<file path="src/rtl/bin2bcd_pkg.sv">
// Shared definitions for the sequential binary-to-BCD converter.
// Holds the FSM state encoding and sizing helpers used by the top level and its callers.
// No logic of its own.
package bin2bcd_pkg;

    typedef enum logic [1:0] {
        IDLE    = 2'd0,
        SHIFT   = 2'd1,
        DONE_ST = 2'd2
    } state_t;

    // Decimal digits needed for a w-bit unsigned value: ceil(w * log10(2)).
    // log10(2) ~= 0.30103, scaled to integer arithmetic so it is usable
    // in parameter expressions.
    function automatic int min_digits(input int w);
        return (w * 30103 + 99999) / 100000;
    endfunction

    // Width of a counter that must hold w-1.
    function automatic int cnt_width(input int w);
        return (w <= 1) ? 1 : $clog2(w);
    endfunction

endpackage

</file>
<file path="src/rtl/bcd_digit_adj.sv">
// One double-dabble adjust cell: adds 3 to a BCD digit of 5 or more.
// Latency: combinational. Backpressure: none.
// Ports: din (4-bit digit in), dout (adjusted digit), bad (din is not a legal BCD code).
module bcd_digit_adj (
    input  logic [3:0] din,
    output logic [3:0] dout,
    output logic       bad
);

    always_comb begin
        dout = (din >= 4'd5) ? (din + 4'd3) : din;
        bad  = (din >= 4'd10);
    end

endmodule

</file>
<file path="src/rtl/bin2bcd_seq.sv">
// Sequential binary-to-BCD converter (shift-and-add-3, one operand bit per clock).
// Latency: START accepted at edge N -> DONE high in cycle N+W+1; one conversion per W+2 cycles.
// Backpressure: START is only honoured while ready=1; requests while busy are dropped, not queued.
// Ports:
//   clk, rst       rising-edge clock, asynchronous active-high reset
//   start, binary  conversion request and operand (operand sampled on the accepted start only)
//   ready          idle, can accept start
//   done           one-cycle pulse; bcd/sign/overflow valid from this cycle and held until next done
//   bcd            packed BCD result, digit 0 in bits [3:0]
//   sign           operand was negative (SIGNED=1 only)
//   overflow       result needed more than DIGITS digits; bcd holds the low digits
module bin2bcd_seq
    import bin2bcd_pkg::*;
#(
    parameter int W      = 10,
    parameter int DIGITS = 4,
    parameter int SIGNED = 0
) (
    input  logic                  clk,
    input  logic                  rst,
    input  logic                  start,
    input  logic [W-1:0]          binary,
    output logic                  ready,
    output logic                  done,
    output logic [4*DIGITS-1:0]   bcd,
    output logic                  sign,
    output logic                  overflow
);

    localparam int BW = 4 * DIGITS;
    localparam int CW = cnt_width(W);

    state_t          state;
    state_t          state_nx;
    logic [CW-1:0]   cnt;
    logic [W-1:0]    opnd;
    logic [BW-1:0]   work;
    logic [BW-1:0]   work_adj;
    logic [BW-1:0]   work_nx;
    logic [DIGITS-1:0] bad;
    logic            ovf;
    logic            ovf_nx;
    logic            sign_q;
    logic            neg;
    logic [W-1:0]    mag;

    // Magnitude of the operand. The negation is taken modulo 2^W and read
    // back as unsigned, so the most-negative value maps to 2^(W-1) cleanly.
    always_comb begin
        neg = (SIGNED != 0) && binary[W-1];
        mag = neg ? (~binary + W'(1)) : binary;
    end

    genvar g;
    generate
        for (g = 0; g < DIGITS; g++) begin : g_adj
            bcd_digit_adj u_adj (
                .din  (work[4*g +: 4]),
                .dout (work_adj[4*g +: 4]),
                .bad  (bad[g])
            );
        end
    endgenerate

    // The top adjusted digit's MSB is the bit about to fall off the register;
    // an adjusted top digit >= 8 is exactly that bit being set. A corrupt
    // (non-BCD) digit also marks the result as untrustworthy.
    always_comb begin
        work_nx = {work_adj[BW-2:0], opnd[W-1]};
        ovf_nx  = ovf | work_adj[BW-1] | (|bad);
    end

    always_comb begin
        state_nx = IDLE;
        ready    = 1'b0;
        done     = 1'b0;
        case (state)
            IDLE: begin
                ready    = 1'b1;
                state_nx = start ? SHIFT : IDLE;
            end
            SHIFT: begin
                state_nx = (cnt == '0) ? DONE_ST : SHIFT;
            end
            DONE_ST: begin
                done     = 1'b1;
                state_nx = IDLE;
            end
            default: begin
                state_nx = IDLE;
            end
        endcase
    end

    always_ff @(posedge clk or posedge rst) begin
        if (rst) begin
            state    <= IDLE;
            cnt      <= '0;
            opnd     <= '0;
            work     <= '0;
            ovf      <= 1'b0;
            sign_q   <= 1'b0;
            bcd      <= '0;
            sign     <= 1'b0;
            overflow <= 1'b0;
        end else begin
            state <= state_nx;
            case (state)
                IDLE: begin
                    if (start) begin
                        opnd   <= mag;
                        sign_q <= neg;
                        work   <= '0;
                        ovf    <= 1'b0;
                        cnt    <= CW'(W - 1);
                    end
                end
                SHIFT: begin
                    work <= work_nx;
                    opnd <= {opnd[W-2:0], 1'b0};
                    ovf  <= ovf_nx;
                    cnt  <= cnt - 1'b1;
                    // Publish on the final shift so the result is already
                    // on the outputs during the DONE_ST cycle.
                    if (cnt == '0) begin
                        bcd      <= work_nx;
                        overflow <= ovf_nx;
                        sign     <= sign_q;
                    end
                end
                default: begin
                end
            endcase
        end
    end

endmodule
</file>
<file path="config.mk">
export PLATFORM = sky130hd
export DESIGN_NAME = bin2bcd_seq
export DESIGN_NICKNAME = d
export VERILOG_FILES = /design/src/rtl/bin2bcd_pkg.sv /design/src/rtl/bcd_digit_adj.sv /design/src/rtl/bin2bcd_seq.sv
export SDC_FILE = /design/constraint.sdc
export NUM_CORES = 1
export LEC_CHECK = 0
export BUFFER_PORTS_ARGS = -buffer_cell sky130_fd_sc_hd__buf_2
export CAP_MARGIN = 0
export CORE_MARGIN = 4
export CORE_UTILIZATION = 40
export DETAILED_ROUTE_END_ITERATION = 7
export GPL_TIMING_DRIVEN = 0
export MAX_ROUTING_LAYER = met4
export SYNTH_ARGS = -nofsm -noshare
export SYNTH_HDL_FRONTEND = slang
export SYNTH_SLANG_ARGS = --single-unit
</file>
<file path="constraint.sdc">
create_clock -name clk -period 1.7 [get_ports clk]
set_input_delay 0.17 -clock clk [delete_from_list [all_inputs] [get_ports clk]]
set_output_delay 0.17 -clock clk [all_outputs]
set_load 0.03 [all_outputs]
</file>
Yosys cells after proc, flatten, opt, wreduce, memory -nomap -nowiden
Cells that the tools add are included.
{"block": "op_classes", "n_bitwise": 2, "order_cmp": 8, "eq_ne": 3, "muxes": 17, "addsub": 5, "n_reduce_logical": 6}
{"cell": "case mux 16 bit (2 select lines)", "n": 1}
{"cell": "2-to-1 mux 4 bit", "n": 5}
{"cell": "case mux 10 bit (2 select lines)", "n": 1}
{"cell": "adder 4 x 2 -> 4 bit, second input constant", "n": 4}
{"cell": "greater-or-equal comparator 4 x 3 -> 1 bit, second input constant", "n": 4}
{"cell": "greater-or-equal comparator 4 bit, second input constant", "n": 4}
{"cell": "2-to-1 mux 16 bit", "n": 1}
{"cell": "2-to-1 mux 10 bit", "n": 1}
{"cell": "case mux 4 bit (2 select lines)", "n": 1}
{"cell": "zero test 4 bit", "n": 1}
{"cell": "2-to-1 mux 1 bit", "n": 4}
{"cell": "case mux 2 bit (2 select lines)", "n": 1}
{"cell": "AND reduction 2 bit", "n": 2}
{"cell": "OR reduction 4 bit", "n": 1}
{"cell": "subtractor 4 x 1 -> 4 bit, second input constant", "n": 1}
{"cell": "== test 2 x 1 -> 1 bit, second input constant", "n": 1}
{"cell": "== test 2 bit, second input constant", "n": 1}
{"cell": "zero test 2 bit", "n": 1}
{"cell": "2-to-1 mux 2 bit", "n": 1}
{"cell": "!= test 2 bit, second input constant", "n": 1}
{"cell": "bitwise OR 1 bit", "n": 2}
{"cell": "case mux 1 bit (2 select lines)", "n": 1}
{"cell": "nonzero test 2 bit", "n": 1}
{"block": "totals", "ff_bits": 50, "wordCells": 48, "out_inout_bits": 20}

Longest topological paths before layout
{"block": "logic_depth", "depth_word": 5, "mapped_depth": 8}

Cells and area by module
Synthesis repeated with hierarchy kept, for this count alone.
{"block": "unflattened", "cells_unflattened": 231, "hier_area_um2": 2580.0}
{"module": "bin2bcd_seq", "area_per_inst_um2": 2089.5, "instances": 1, "seq_area_each_um2": 1251.2, "cells_each": 159}
{"module": "bcd_digit_adj", "area_per_inst_um2": 122.6, "instances": 4, "seq_area_each_um2": 0.0, "cells_each": 18}

Worst setup path after synthesis
OpenSTA, ideal clock, no wires.
{"block": "synth_path", "path_type": "reg2reg", "from": "register work[0]", "to": "register work[2]", "path_buffers": 0, "stages_incl_launch_ff": 7, "arrival_ns": 1.424, "period_less_slack_ns": 1.500, "path_slack_ns": 0.200, "required_time_ns": 1.623, "setup_time_ns": 0.077, "cell_sequence": "dfrtp_1 inv_1 ha_1 nand2b_1 a21oi_1 mux2_2 o21ai_1"}
{"block": "synth_between", "elab_chain_cells": 3, "elab_cells_between_ends": 4, "classes_between": "add/sub: 1; order compare: 1; mux: 2"}
{"element": "start, declared", "line": "bin2bcd_seq.sv:37", "text": "logic [BW-1:0] work;"}
{"element": "start signal, assigned", "line": "bin2bcd_seq.sv:119", "text": "work <= work_nx;"}
{"element": "adder 4 x 2 -> 4 bit or greater-or-equal comparator 4 x 3 -> 1 bit (tied branches)", "line": "bcd_digit_adj.sv:11", "text": "dout = (din >= 4'd5) ? (din + 4'd3) : din;"}
{"element": "2-to-1 mux 4 bit *", "line": "bcd_digit_adj.sv:11"}
{"element": "case mux 16 bit (2 select lines) *", "line": "bin2bcd_seq.sv:108", "text": "case (state)"}
Mark *: on every way between the ends. The rest lies on a longest branch, timed or not.
A chain may end at the register's enable or synchronous reset.

Worst setup path after layout
{"block": "layout_path", "from": "register work[5]", "to": "register bcd[6]"}
{"block": "layout_between", "elab_chain_cells": 2, "elab_cells_between_ends": 3, "classes_between": "add/sub: 1; order compare: 1; mux: 1"}
{"element": "adder 4 x 2 -> 4 bit or greater-or-equal comparator 4 x 3 -> 1 bit (tied branches)", "line": "bcd_digit_adj.sv:11"}
{"element": "2-to-1 mux 4 bit *", "line": "bcd_digit_adj.sv:11"}
{"element": "end signal, assigned", "line": "bin2bcd_seq.sv:126", "text": "bcd <= work_nx;"}
{"element": "end, declared", "line": "bin2bcd_seq.sv:25", "text": "output logic [4*DIGITS-1:0] bcd,"}
Marks and branches as above.

==> impl_metrics.csv <==
group,metric,value,unit
logic_synthesis,synth_top_family_by_area,"simple AND/OR/NAND/NOR gates",
cells_and_area,fillCellCount,597,
pwr,p_leak,1.403,nW
cells_and_area,instances_no_fill,369,
logic_synthesis,synth_simple_gate_area_frac,0.1715,
pwr,ir_worst_vdd,0.8486,mV
pwr,intPower,0.003317,W
worst_setup_path,required,1930,ps
worst_setup_path,worstSetupStartpointType,"register",
sta,setup-violations-final,0,
logic_synthesis,synthesis.area,2510,um2
pwr,p_comb_frac,0.494,
sta,period_needed,1599,ps
place,placed_area,2779,um2
route,firstDrtPassIters,4,
logic_synthesis,muxShareOfSynthArea,0.05384,
cells_and_area,postLayoutCellArea,2955,um2
global_routing,antenna_found_initial,0,
global_routing,use_met2,0.2422,
global_routing,grt_pass1_vias,1844,
logic_synthesis,avgSynthCellArea,9.960,um2
logic_synthesis,synth_seq_cells,50,
route,vias,1874,
sta,skew,4.981,ps
logic_synthesis,synth_cell_types,33,
logic_synthesis,synth_xor_area_frac,0.01745,
sta,max_freq,625.3,MHz
cells_and_area,final_util,0.4933,
pwr,seqPwrFrac,0.359,
floorplan,die_x,87.22,um
worst_setup_path,cp_slowest_cell,"dfrtp_1",
clocking,clockBufferDepth,2,
logic_synthesis,synthTopCellsByArea,"dfrtp_1, o21ai_1, ha_1, nand2_1, mux2i_1",
global_routing,grtUsageMet3,0.03595,
clocking,cts_buffers,5,
worst_setup_path,critPathMaxFanout,5,
logic_synthesis,ys.warnings.count,0,
sta,fin_tns_setup,0,ps
worst_setup_path,worst-r2r-setup-slack,100,ps
clocking,clkTransAtPathRegs,90,ps
floorplan,rows,28,
logic_synthesis,synth-compound-area-share,0.1401,
route,drt_iter0_markers,92,
global_routing,grt_start_max_net_pins,32,
logic_synthesis,ys_seq_area_frac,0.4985,
logic_synthesis,syn_nets,278,
clocking,cts_htree_levels,2,
global_routing,grt_busiest_layer,"met2",
logic_synthesis,yosys.area.top_type,"dfrtp_1",
sta,fin_crit_sh,0.9408,
global_routing,grt_remaining_overflow,0,
worst_setup_path,arrival,1830,ps
pwr,switchingPower,0.002641,W
floorplan,die_y,87.22,um
cells_and_area,syn_to_final_growth,17.75,%
cells_and_area,diodes,0,
route,drc,0,
cells_and_area,drive_gt1_frac,0.2755,
route,routedWlPerCell,14.74,um
floorplan,initial_utilization,0.4190,
worst_setup_path,max_stage_delay,420,ps
place,hpwl,3854,um
cells_and_area,nNetsFinal,320,
cells_and_area,multi_input_area,1166,um2
pwr,power,0.005958,W
floorplan,core,5991,um2
global_routing,grt_first_pass_wirelength,9211,um
hold_path,hp-class,"in2reg",
floorplan,ios,33,
clocking,clock_latency,300,ps
sta,final-max-slew-violation-count,0,
pwr,p_clk_frac,0.146,
place,gp_congestion,0.7628,
place,io_buffers,31,
logic_synthesis,synth_top_cell_area_share,0.4985,
pwr,power.density,2016,nW/um2
worst_setup_path,crit_chain,"inv_1, ha_1, nand2b_1, a21oi_2, mux2_2, o21ai_1",
logic_synthesis,synthCells,252,
clocking,cts_tree,"built",
clocking,clock_sinks,50,
logic_synthesis,synth_fa_ha_area_frac,0.06481,
flow_run,drv_cap,0,
route,post_drt_via_cell_ratio,5.079,
global_routing,grt.total_usage,0.1619,
clocking,ctsRootBufferMaster,"clkbuf_8",
floorplan,die_area,7606,um2
pwr,swShare,0.4433,
place,place_inst,359,
worst_setup_path,worstSetupPathType,"reg2reg",
outcome,status,"finished clean",
cells_and_area,seqCellArea,1251,um2
global_routing,met1_usage,0.2235,
route,ant_nets,0,
worst_setup_path,cp-end-kind,"register",
route,routed_wl,5438,um
sta,finalHoldViolations,0,
area by class of cell:
cell class,instances,area share
flip-flops and latches,50,0.4234
plain buffers,12,0.02752
well taps,75,0.03175
repair buffers,35,0.06774
clock buffers,6,0.02794
multi-input cells,177,0.3946
clock inverters,1,0.01016
inverters,13,0.01693
worst paths after layout:
kind                            from       to  cells past startpoint
hold reg to reg               bcd[9]   bcd[9]                      2
min in group asynchronous        rst   bcd[2]                      3
setup / recovery             work[5]   bcd[6]                      6
max in group asynchronous        rst  bcd[11]                      4
hold / removal             binary[0]  opnd[0]                      3
setup reg to reg             work[5]   bcd[6]                      6
through the flow:
| stage | setup WS [ps] | hold WS, ps |
|---|---|---|
| 3_5_place_dp | 2.146 | 208.2 |
| 4_1_cts | 10.26 | 92.63 |
| 6_report | 100.6 | 102.9 |
| 2_1_floorplan | 199.7 | 302.7 |
| 3_3_place_gp | -417.6 | 421.4 |
| 5_1_grt | -20.97 | 114.7 |
cells by family (layout without fill, tap and decap cells):
logic type | Yosys count | count (layout)
AND/OR/NAND/NOR | 79 | 79
AO/OA/AOI/OAI | 66 | 66
flip-flops | 50 | 50
buffers and inverters | 25 | 67
adder cells (fa/ha/maj) | 13 | 13
multiplexers | 13 | 13
XOR/XNOR | 5 | 5
other | 1 | 1
Yosys cell counts (all sizes together):
cell type	n
dfrtp	50
o21ai	48
nand2	33
nand3	15
ha	13
inv	12
buf	11
a21oi	10
nor2	10
mux2i	9
nand2b	5
xnor2	5
a31oi	4
mux2	4
nor3	4
nor3b	4
or3b	4
o31ai	3
nor4	2
and2b	1
clkbuf	1
clkinv	1
conb	1
nor2b	1
o211a	1
power groups by stage:
stage / logic [W] / clock network [W] / registers (W)
after floorplan: 0.00184 / 0 / 0.00241
after global placement: 0.00280 / 0 / 0.00213
after detailed placement: 0.00287 / 0 / 0.00215
after CTS: 0.00288 / 0.000896 / 0.00213
after global routing: 0.00332 / 0.000947 / 0.00223
final: 0.00295 / 0.000872 / 0.00214
worst max-delay path, delay by kind of cell (launching register included):
kind | cells | cell delay (ps)
adders and majority gates | 1 | 180
DFF | 1 | 420
and+or+nand+nor | 1 | 160
buffers and inverters | 1 | 90
AOI/OAI and AO/OA | 2 | 300
muxes | 1 | 370
metal layers:
| metal | wire, um | up-vias |
|---|---|---|
| met2 | 2494 | 44 |
| met4 | 63 | 0 |
| met3 | 240 | 6 |
| met1 | 2639 | 880 |
| met5 | 0 | - |
| li1 | - | 944 |
flip-flops by register name, indices dropped and copies added, names as in the netlist:
name	flops
work	16
cnt	4
bcd	16
ovf	1
state	2
overflow	1
opnd	10
timing repair:
action | CTS | global route
cloned | 0 | 0
endpoints found under the setup margin | 2 | 10
resized for setup | 1 | 11
endpoints found under the hold margin | 19 | 0
pin swaps | 1 | 3
hold buffers | 1 | 0
buffers inserted | 0 | 2
cells in the final DEF, fill, tap and decap left out, types with 2 or more instances in the layout:
cell type	count
a21oi_1	5
a21oi_2	5
a31oi_1	4
buf_2	36
buf_4	6
buf_6	2
clkbuf_8	6
dfrtp_1	50
ha_1	9
ha_2	4
inv_1	9
inv_2	3
mux2_2	4
mux2i_1	9
nand2_1	31
nand2_4	2
nand2b_1	5
nand3_1	15
nor2_1	9
nor3_1	4
nor3b_1	3
nor4_4	2
o21ai_0	5
o21ai_1	43
o31ai_1	2
or3b_2	4
xnor2_1	5
No activity file was read; power rests on OpenSTA's default activity.
